$ cat src/rtl/ov7670_capture_if.sv
// Bundle of the OV7670 camera pins and frame-buffer write and status signals.
// The master modport is the environment: it drives the camera pins and observes
// the write port. The slave modport is the capture block.
interface ov7670_capture_if #(
  parameter int ADDR_W = 19
);
  logic              vsync;
  logic              href;
  logic [7:0]        d;
  logic              we;
  logic [ADDR_W-1:0] waddr;
  logic [11:0]       wdata;
  logic              frame_active;
  logic              frame_done;
  logic              frame_err;

  modport master (
    output vsync, href, d,
    input  we, waddr, wdata, frame_active, frame_done, frame_err
  );

  modport slave (
    input  vsync, href, d,
    output we, waddr, wdata, frame_active, frame_done, frame_err
  );
endinterface

$ cat src/rtl/ov7670_capture.sv
// OV7670 pixel capture: turns RGB565 byte pairs into RGB444 frame-buffer writes
// with linear addresses, and reports per-frame status.
// The whole block runs on the camera pixel clock.
// Optional macro OV7670_CAPTURE_DECIMATE_EN stores only even pixels of even lines,
// giving a half-size frame in each axis.
module ov7670_capture #(
  parameter int H_RES  = 640,
  parameter int V_RES  = 480,
  parameter int ADDR_W = 19
) (
  input  logic pclk,
  input  logic reset,
  ov7670_capture_if.slave bus
);

  // x and line can go past the nominal size, so that too-long lines and frames
  // remain distinguishable from exact ones. They saturate at their all-ones value.
  localparam int XW = $clog2(H_RES + 2);
  localparam int LW = $clog2(V_RES + 2);

`ifdef OV7670_CAPTURE_DECIMATE_EN
  localparam int STRIDE = H_RES / 2;
`else
  localparam int STRIDE = H_RES;
`endif

  localparam logic [XW-1:0]     X_LIM    = XW'(H_RES);
  localparam logic [XW-1:0]     X_MAX    = '1;
  localparam logic [LW-1:0]     L_LIM    = LW'(V_RES);
  localparam logic [LW-1:0]     L_MAX    = '1;
  localparam logic [ADDR_W-1:0] STRIDE_A = ADDR_W'(STRIDE);

  typedef enum logic {SYNC, CAPTURE} state_t;

  state_t            state_reg, state_next;
  logic              vsync_d_reg, vsync_d_next;
  logic              href_d_reg, href_d_next;
  logic              phase_reg, phase_next;
  logic [6:0]        hi_reg, hi_next;          // {hi[7:4], hi[2:0]}; hi[3] is never used
  logic [XW-1:0]     x_reg, x_next;
  logic [LW-1:0]     line_reg, line_next;
  logic [ADDR_W-1:0] line_base_reg, line_base_next;
  logic              err_reg, err_next;
  logic              we_reg, we_next;
  logic [ADDR_W-1:0] waddr_reg, waddr_next;
  logic [11:0]       wdata_reg, wdata_next;
  logic              frame_active_reg, frame_active_next;
  logic              frame_done_reg, frame_done_next;
  logic              frame_err_reg, frame_err_next;

  // href is only meaningful outside vertical blanking. Masking it with vsync
  // also makes a vsync rise with href high look like an href falling edge in
  // the same cycle, which gives the line-then-frame ordering for free.
  logic              href_v;
  logic              href_fall;
  logic              vsync_rise;
  logic              vsync_fall;
  logic [11:0]       pixel;
  logic              in_frame;
  logic              keep_pixel;
  logic              advance_base;
  logic [ADDR_W-1:0] x_off;

  assign href_v     = bus.href & ~bus.vsync;
  assign href_fall  = href_d_reg & ~href_v;
  assign vsync_rise = ~vsync_d_reg & bus.vsync;
  assign vsync_fall = vsync_d_reg & ~bus.vsync;
  assign pixel      = {hi_reg[6:3], hi_reg[2:0], bus.d[7], bus.d[4:1]};
  assign in_frame   = (x_reg < X_LIM) && (line_reg < L_LIM);

`ifdef OV7670_CAPTURE_DECIMATE_EN
  assign keep_pixel   = in_frame && !x_reg[0] && !line_reg[0];
  assign advance_base = (line_reg < L_LIM) && line_reg[0];
  assign x_off        = ADDR_W'(x_reg >> 1);
`else
  assign keep_pixel   = in_frame;
  assign advance_base = (line_reg < L_LIM);
  assign x_off        = ADDR_W'(x_reg);
`endif

  // Next-state and output logic for the sync/capture state machine.
  always_comb begin
    state_next        = state_reg;
    vsync_d_next      = bus.vsync;
    href_d_next       = href_v;
    phase_next        = phase_reg;
    hi_next           = hi_reg;
    x_next            = x_reg;
    line_next         = line_reg;
    line_base_next    = line_base_reg;
    err_next          = err_reg;
    we_next           = 1'b0;
    waddr_next        = waddr_reg;
    wdata_next        = wdata_reg;
    frame_active_next = frame_active_reg;
    frame_done_next   = 1'b0;
    frame_err_next    = frame_err_reg;

    case (state_reg)
      SYNC: begin
        if (vsync_fall) begin
          state_next        = CAPTURE;
          phase_next        = 1'b0;
          x_next            = '0;
          line_next         = '0;
          line_base_next    = '0;
          err_next          = 1'b0;
          frame_active_next = 1'b1;
        end
      end

      CAPTURE: begin
        if (href_v) begin
          if (!phase_reg) begin
            hi_next    = {bus.d[7:4], bus.d[2:0]};
            phase_next = 1'b1;
          end else begin
            phase_next = 1'b0;
            if (keep_pixel) begin
              we_next    = 1'b1;
              wdata_next = pixel;
              waddr_next = line_base_reg + x_off;
            end
            x_next = (x_reg == X_MAX) ? x_reg : x_reg + 1'b1;
          end
        end else if (href_fall) begin
          // End of line: drop any unpaired byte and check the line length.
          phase_next = 1'b0;
          if (x_reg != X_LIM) begin
            err_next = 1'b1;
          end
          if (advance_base) begin
            line_base_next = line_base_reg + STRIDE_A;
          end
          line_next = (line_reg == L_MAX) ? line_reg : line_reg + 1'b1;
          x_next    = '0;
        end

        // End of frame sees the line count already updated by a coincident href fall.
        if (vsync_rise) begin
          frame_done_next   = 1'b1;
          frame_err_next    = err_next | (line_next != L_LIM);
          frame_active_next = 1'b0;
          err_next          = 1'b0;
          state_next        = SYNC;
        end
      end

      default: state_next = SYNC;
    endcase
  end

  // State register with synchronous reset; reset abandons any frame in progress.
  always_ff @(posedge pclk) begin
    if (reset) begin
      state_reg        <= SYNC;
      vsync_d_reg      <= 1'b0;
      href_d_reg       <= 1'b0;
      phase_reg        <= 1'b0;
      hi_reg           <= '0;
      x_reg            <= '0;
      line_reg         <= '0;
      line_base_reg    <= '0;
      err_reg          <= 1'b0;
      we_reg           <= 1'b0;
      waddr_reg        <= '0;
      wdata_reg        <= '0;
      frame_active_reg <= 1'b0;
      frame_done_reg   <= 1'b0;
      frame_err_reg    <= 1'b0;
    end else begin
      state_reg        <= state_next;
      vsync_d_reg      <= vsync_d_next;
      href_d_reg       <= href_d_next;
      phase_reg        <= phase_next;
      hi_reg           <= hi_next;
      x_reg            <= x_next;
      line_reg         <= line_next;
      line_base_reg    <= line_base_next;
      err_reg          <= err_next;
      we_reg           <= we_next;
      waddr_reg        <= waddr_next;
      wdata_reg        <= wdata_next;
      frame_active_reg <= frame_active_next;
      frame_done_reg   <= frame_done_next;
      frame_err_reg    <= frame_err_next;
    end
  end

  assign bus.we           = we_reg;
  assign bus.waddr        = waddr_reg;
  assign bus.wdata        = wdata_reg;
  assign bus.frame_active = frame_active_reg;
  assign bus.frame_done   = frame_done_reg;
  assign bus.frame_err    = frame_err_reg;

endmodule

$ cat src/flat_wrapper.sv
// flat-port wrapper written by rule: the top's interface ports become plain ports
module ov7670_capture_flat 
#(
  parameter int H_RES  = 640,
  parameter int V_RES  = 480,
  parameter int ADDR_W = 19
)
  (pclk, reset, bus_vsync, bus_href, bus_d, bus_we, bus_waddr, bus_wdata, bus_frame_active, bus_frame_done, bus_frame_err);
  ov7670_capture_if #(.ADDR_W(ADDR_W)) bus_i ();
  input  logic pclk;
  input  logic reset;
  input wire logic [$bits(bus_i.vsync)-1:0] bus_vsync;
  input wire logic [$bits(bus_i.href)-1:0] bus_href;
  input wire logic [$bits(bus_i.d)-1:0] bus_d;
  output wire logic [$bits(bus_i.we)-1:0] bus_we;
  output wire logic [$bits(bus_i.waddr)-1:0] bus_waddr;
  output wire logic [$bits(bus_i.wdata)-1:0] bus_wdata;
  output wire logic [$bits(bus_i.frame_active)-1:0] bus_frame_active;
  output wire logic [$bits(bus_i.frame_done)-1:0] bus_frame_done;
  output wire logic [$bits(bus_i.frame_err)-1:0] bus_frame_err;
  assign bus_i.vsync = bus_vsync;
  assign bus_i.href = bus_href;
  assign bus_i.d = bus_d;
  assign bus_we = bus_i.we;
  assign bus_waddr = bus_i.waddr;
  assign bus_wdata = bus_i.wdata;
  assign bus_frame_active = bus_i.frame_active;
  assign bus_frame_done = bus_i.frame_done;
  assign bus_frame_err = bus_i.frame_err;
  ov7670_capture #(.H_RES(H_RES), .V_RES(V_RES), .ADDR_W(ADDR_W)) u_core (.pclk(pclk), .reset(reset), .bus(bus_i));
endmodule
$ cat config.mk
export PLATFORM = sky130hd
export DESIGN_NAME = ov7670_capture_flat
export DESIGN_NICKNAME = d
export VERILOG_FILES = /design/src/rtl/ov7670_capture_if.sv /design/src/rtl/ov7670_capture.sv /design/src/flat_wrapper.sv
export SDC_FILE = /design/constraint.sdc
export NUM_CORES = 1
export LEC_CHECK = 0
export CAP_MARGIN = 20
export CELL_PAD_IN_SITES_DETAIL_PLACEMENT = 1
export CELL_PAD_IN_SITES_GLOBAL_PLACEMENT = 1
export CORE_MARGIN = 2
export CORE_UTILIZATION = 40
export CTS_CLUSTER_SIZE = 20
export DETAILED_ROUTE_END_ITERATION = 6
export GPL_TIMING_DRIVEN = 0
export PLACE_DENSITY = 0.78
export SYNTH_ARGS = -nofsm -noshare
export SYNTH_HDL_FRONTEND = slang
export SYNTH_SLANG_ARGS = --single-unit
$ cat constraint.sdc
create_clock -name pclk -period 3 [get_ports pclk]
set_input_delay 0.6 -clock pclk [delete_from_list [all_inputs] [get_ports pclk]]
set_output_delay 0.6 -clock pclk [all_outputs]
set_load 0.02 [all_outputs]
==> results_tabular.tex <==
\begin{tabular}{lr}
\hline
Metric & Value \\
\hline
\multicolumn{2}{l}{\textbf{Final layout}} \\
\quad Commonest cells after routing, fill and taps aside & dfxtp\_1, nand2\_1, a21oi\_1, clkdlybuf4s50\_1, nor2\_1 \\
\quad Diodes inserted & 0 \\
\quad Final instance count without filler cells & 616 \\
\quad Proportion of layout cells with a drive suffix above 1 & 4.53\% \\
\quad Max reg flops & 19 \\
\quad NumNets Final & 522 \\
\quad Area grow syn2layout & 21.9\% \\
\quad Leading cell type in the layout, fill and taps excluded & dfxtp\_1 \\
\multicolumn{2}{l}{\textbf{STA}} \\
\quad Slew of the pin with the lowest slew margin & between 0.7 and 0.8 ns \\
\quad Worst clock skew on the final layout & 0.0106 ns \\
\quad Final worst-path cycle share & 86.5\% \\
\quad Final setup violation count & 0 \\
\quad Unrepaired setup endpoints after global routing & false \\
\quad Final hold viol count & 0 \\
\quad Highest achievable clock rate & 385 MHz \\
\quad Slew Viols, Final & 0 \\
\quad Worst slew margin relative to its limit & 50.5\% \\
\quad Summed negative setup slack over all endpoints & 0 ns \\
\quad Tmin final & around 2.6 ns \\
\multicolumn{2}{l}{\textbf{Floorplanning}} \\
\quad Overall die height & 98.2 µm \\
\quad Initial core utilization & 40.9\% \\
\quad Die Footprint & 0.00964 mm² \\
\quad Horizontal die dimension & 98.2 µm \\
\quad Number of primary I/O pins & 47 \\
\quad \# rows & 34 \\
\quad CORE AREA & 0.00868 mm² \\
\multicolumn{2}{l}{\textbf{Logic synthesis}} \\
\quad Cells after synthesis & 446 \\
\quad Post-synth ARST share & 0\% \\
\quad Number of unique standard cell types used by synthesis & 49 \\
\quad Mean area per synthesized cell & 7.96 µm² \\
\quad Number of synthesized flops with an enable pin & 0 \\
\quad Top flip-flop cell by instance count after synthesis & dfxtp\_1 \\
\quad Number of register bits inferred by synthesis & 78 \\
\quad Largest cells by area after synthesis & dfxtp\_1, a21oi\_1, nand2\_1 \\
\quad Sequential area share after synthesis & 44.0\% \\
\quad Area share of the largest cell type after synthesis & between 40 and 50\% \\
\quad Synthesized net count & 465 \\
\quad Top cell type by total area after synthesis & dfxtp\_1 \\
\quad Post-Syn Area & about 0.0035 mm² \\
\quad Yosys warning total & 0 \\
\multicolumn{2}{l}{\textbf{Drt}} \\
\quad Detailed Route WL & between 10,000 and 15,000 µm \\
\quad Number of violations reported at the end of detailed-routing iteration 0 & 214 \\
\quad Antenna-violating nets left & 0 \\
\quad Total DRC errors in the routed layout & 0 \\
\quad Number of optimization iterations in the first detailed-route pass & 4 \\
\quad Final routed wire length divided by cell count & 17.3 µm \\
\quad Via-per-instance ratio & $\sim$5.7 \\
\quad Via count & 3,513 \\
\multicolumn{2}{l}{\textbf{Setup path}} \\
\quad Series of cell instances along the critical path & clkdlybuf4s50\_1 -> nor2b\_1 -> buf\_2 -> nor3\_4 -> o22ai\_1 -> clkbuf\_1 -> or3\_1 -> a21oi\_1 \\
\quad Critical path type & in2reg \\
\quad CP peak stage delay & 0.63 ns \\
\quad Endpoint required time on the critical path & 3.28 ns \\
\quad Worst R2R Path Depth & 6 \\
\quad Crit. End Element & register \\
\quad End of the worst register-to-register path & u\_core.bus.frame\_err \\
\quad Top fanout value on the critical path & 10 \\
\quad Capture point of the critical path & u\_core.x\_reg[0] \\
\quad CP max stage cell & clkdlybuf4s50\_1 \\
\quad Setup crit start & bus\_vsync \\
\quad CP Data Arrival Time & about 2.9 ns \\
\quad Worst R2R Start & u\_core.line\_reg[0] \\
\quad Setup slack of the worst register-to-register path & 0.64 ns \\
\quad Kind of start point of the critical path & input port \\
\multicolumn{2}{l}{\textbf{Power and ir drop}} \\
\quad Total power consumption of the routed design & between 1.5 and 2 mW \\
\quad Worst IR drop on VDD & 0.294 mV \\
\quad Pwr dens & 440 mW/mm² \\
\quad Total leakage power & roughly 1.3 nW \\
\multicolumn{2}{l}{\textbf{Clocking}} \\
\quad Clock tree sinks & 78 \\
\quad Max clock buf depth & 2 \\
\quad Clock-pin slew reported for the worst setup and hold paths after clock tree synthesis & about 0.090 ns \\
\quad TritonCTS clock tree & done \\
\quad Resize count post-CTS & 0 \\
\quad Clock buffers created by TritonCTS & 9 \\
\quad CTS Root Cell & clkbuf\_8 \\
\quad Insertion delay to the later sink of the worst-skew pair & 0.36 ns \\
\quad Post-CTS Hold Fix Bufs & 0 \\
\quad Post CTS Setup Buffer Count & 0 \\
\quad Number of levels in the clock H-tree & 3 \\
\multicolumn{2}{l}{\textbf{GRT}} \\
\quad GRT Util Overall & a little under a quarter \\
\quad Maximum number of pins on one net before global-route repair & 16 \\
\quad First-pass GRT wire length & 17,800 µm \\
\quad Grt ovf & 0 \\
\quad Vias in the first global route & $\sim$3,600 \\
\quad Initial antenna violation count & 0 \\
\multicolumn{2}{l}{\textbf{Min path}} \\
\quad Hold Path Class & reg2reg \\
\multicolumn{2}{l}{\textbf{Run status}} \\
\quad Run status & finished clean \\
\multicolumn{2}{l}{\textbf{Placement}} \\
\quad Post-placement cell count & 600 \\
\quad Detailed-placement wirelength estimate & 7680 µm \\
\quad RD Place Congestion & 0.879 \\
\quad PortBufs & 46 \\
\multicolumn{2}{l}{\textbf{Flow run}} \\
\quad Total of max-cap violations & 0 \\
\hline
\end{tabular}
==> where the power goes <==
group | internal [mW] | leakage (nW) | total, mW | switching [mW]
Clock | 0.312 | 0.0881 | 0.750 | 0.438
Sequential | 1.04 | 0.629 | 1.05 | 0.00596
Combinational | 0.0359 | 0.625 | 0.106 | 0.0699
Total | 1.39 | 1.34 | 1.90 | 0.514
==> Yosys cell counts (all sizes together), types with 4 or more instances <==
cell type,number
inv,13
nor3,21
dfxtp,78
o21a,4
a21oi,58
nand3,12
nand2,67
nand2b,4
a211oi,6
o21ai,23
nand4,9
nor4,7
or3,11
ha,7
clkbuf,23
xnor2,15
a311oi,4
nor2,38
==> per-stage QoR <==
step,worst slack (ns),util (%),cell area (µm²),hold slack (ns)
2_1_floorplan,1.07,-,3550,0.428
3_3_place_gp,0.210,47.8,4150,0.435
3_5_place_dp,0.118,47.8,4150,0.447
4_1_cts,0.442,49.9,4330,0.465
5_1_grt,0.249,49.9,4330,0.486
6_report,0.406,49.9,4330,0.461
==> routing by layer <==
layer	GRT usage (%)	routed length, µm	vias to the layer above
met1	29.6	4860	1738
met5	0	0	-
met3	3.15	328	17
met4	7.17	174	0
li1	-	-	1693
met2	39.2	5270	65
==> worst max-delay path: cells and delay by family <==
kind / cells / cell delay, ns
buffers and inverters: 3 / 1.10
and+or+nand+nor: 3 / 0.79
AOI/OAI and AO/OA: 2 / 0.39
==> kinds of logic after synthesis <==
logic type                 count (synthesis)  synth area share [%]
and+or+nand+nor                          188                  25.6
xor gates and xnor gates                  17                  4.19
muxes                                      2                 0.599
AOI/OAI and AO/OA                        115                  18.9
adders and majority gates                  7                  2.47
DFF                                       78                  44.0
buffers and inverters                     39                  4.23
==> cell type report <==
| class | count | area (µm²) |
|---|---|---|
| inverters | 13 | 48.8 |
| plain buffers | 26 | 101 |
| multi-input cells | 329 | 1840 |
| clock inverters | 7 | 57.6 |
| flip-flops and latches | 78 | 1560 |
| repair buffers | 46 | 460 |
| well taps | 108 | 135 |
| fillers | 1109 | 4350 |
| clock buffers | 9 | 124 |
==> worst min-delay path by stage <==
stage	startpoint	end	cells after the start
final	u_core.bus.waddr[5]	u_core.bus.waddr[5]	2
after global routing	u_core.bus.wdata[2]	u_core.bus.wdata[2]	2
after CTS	u_core.bus.wdata[9]	u_core.bus.wdata[9]	2
after detailed placement	u_core.hi_reg[0]	u_core.bus.wdata[5]	2
after global placement	u_core.hi_reg[6]	u_core.bus.wdata[11]	2
after floorplan	u_core.hi_reg[5]	u_core.bus.wdata[10]	2
Power figures use the tool's default switching activity.
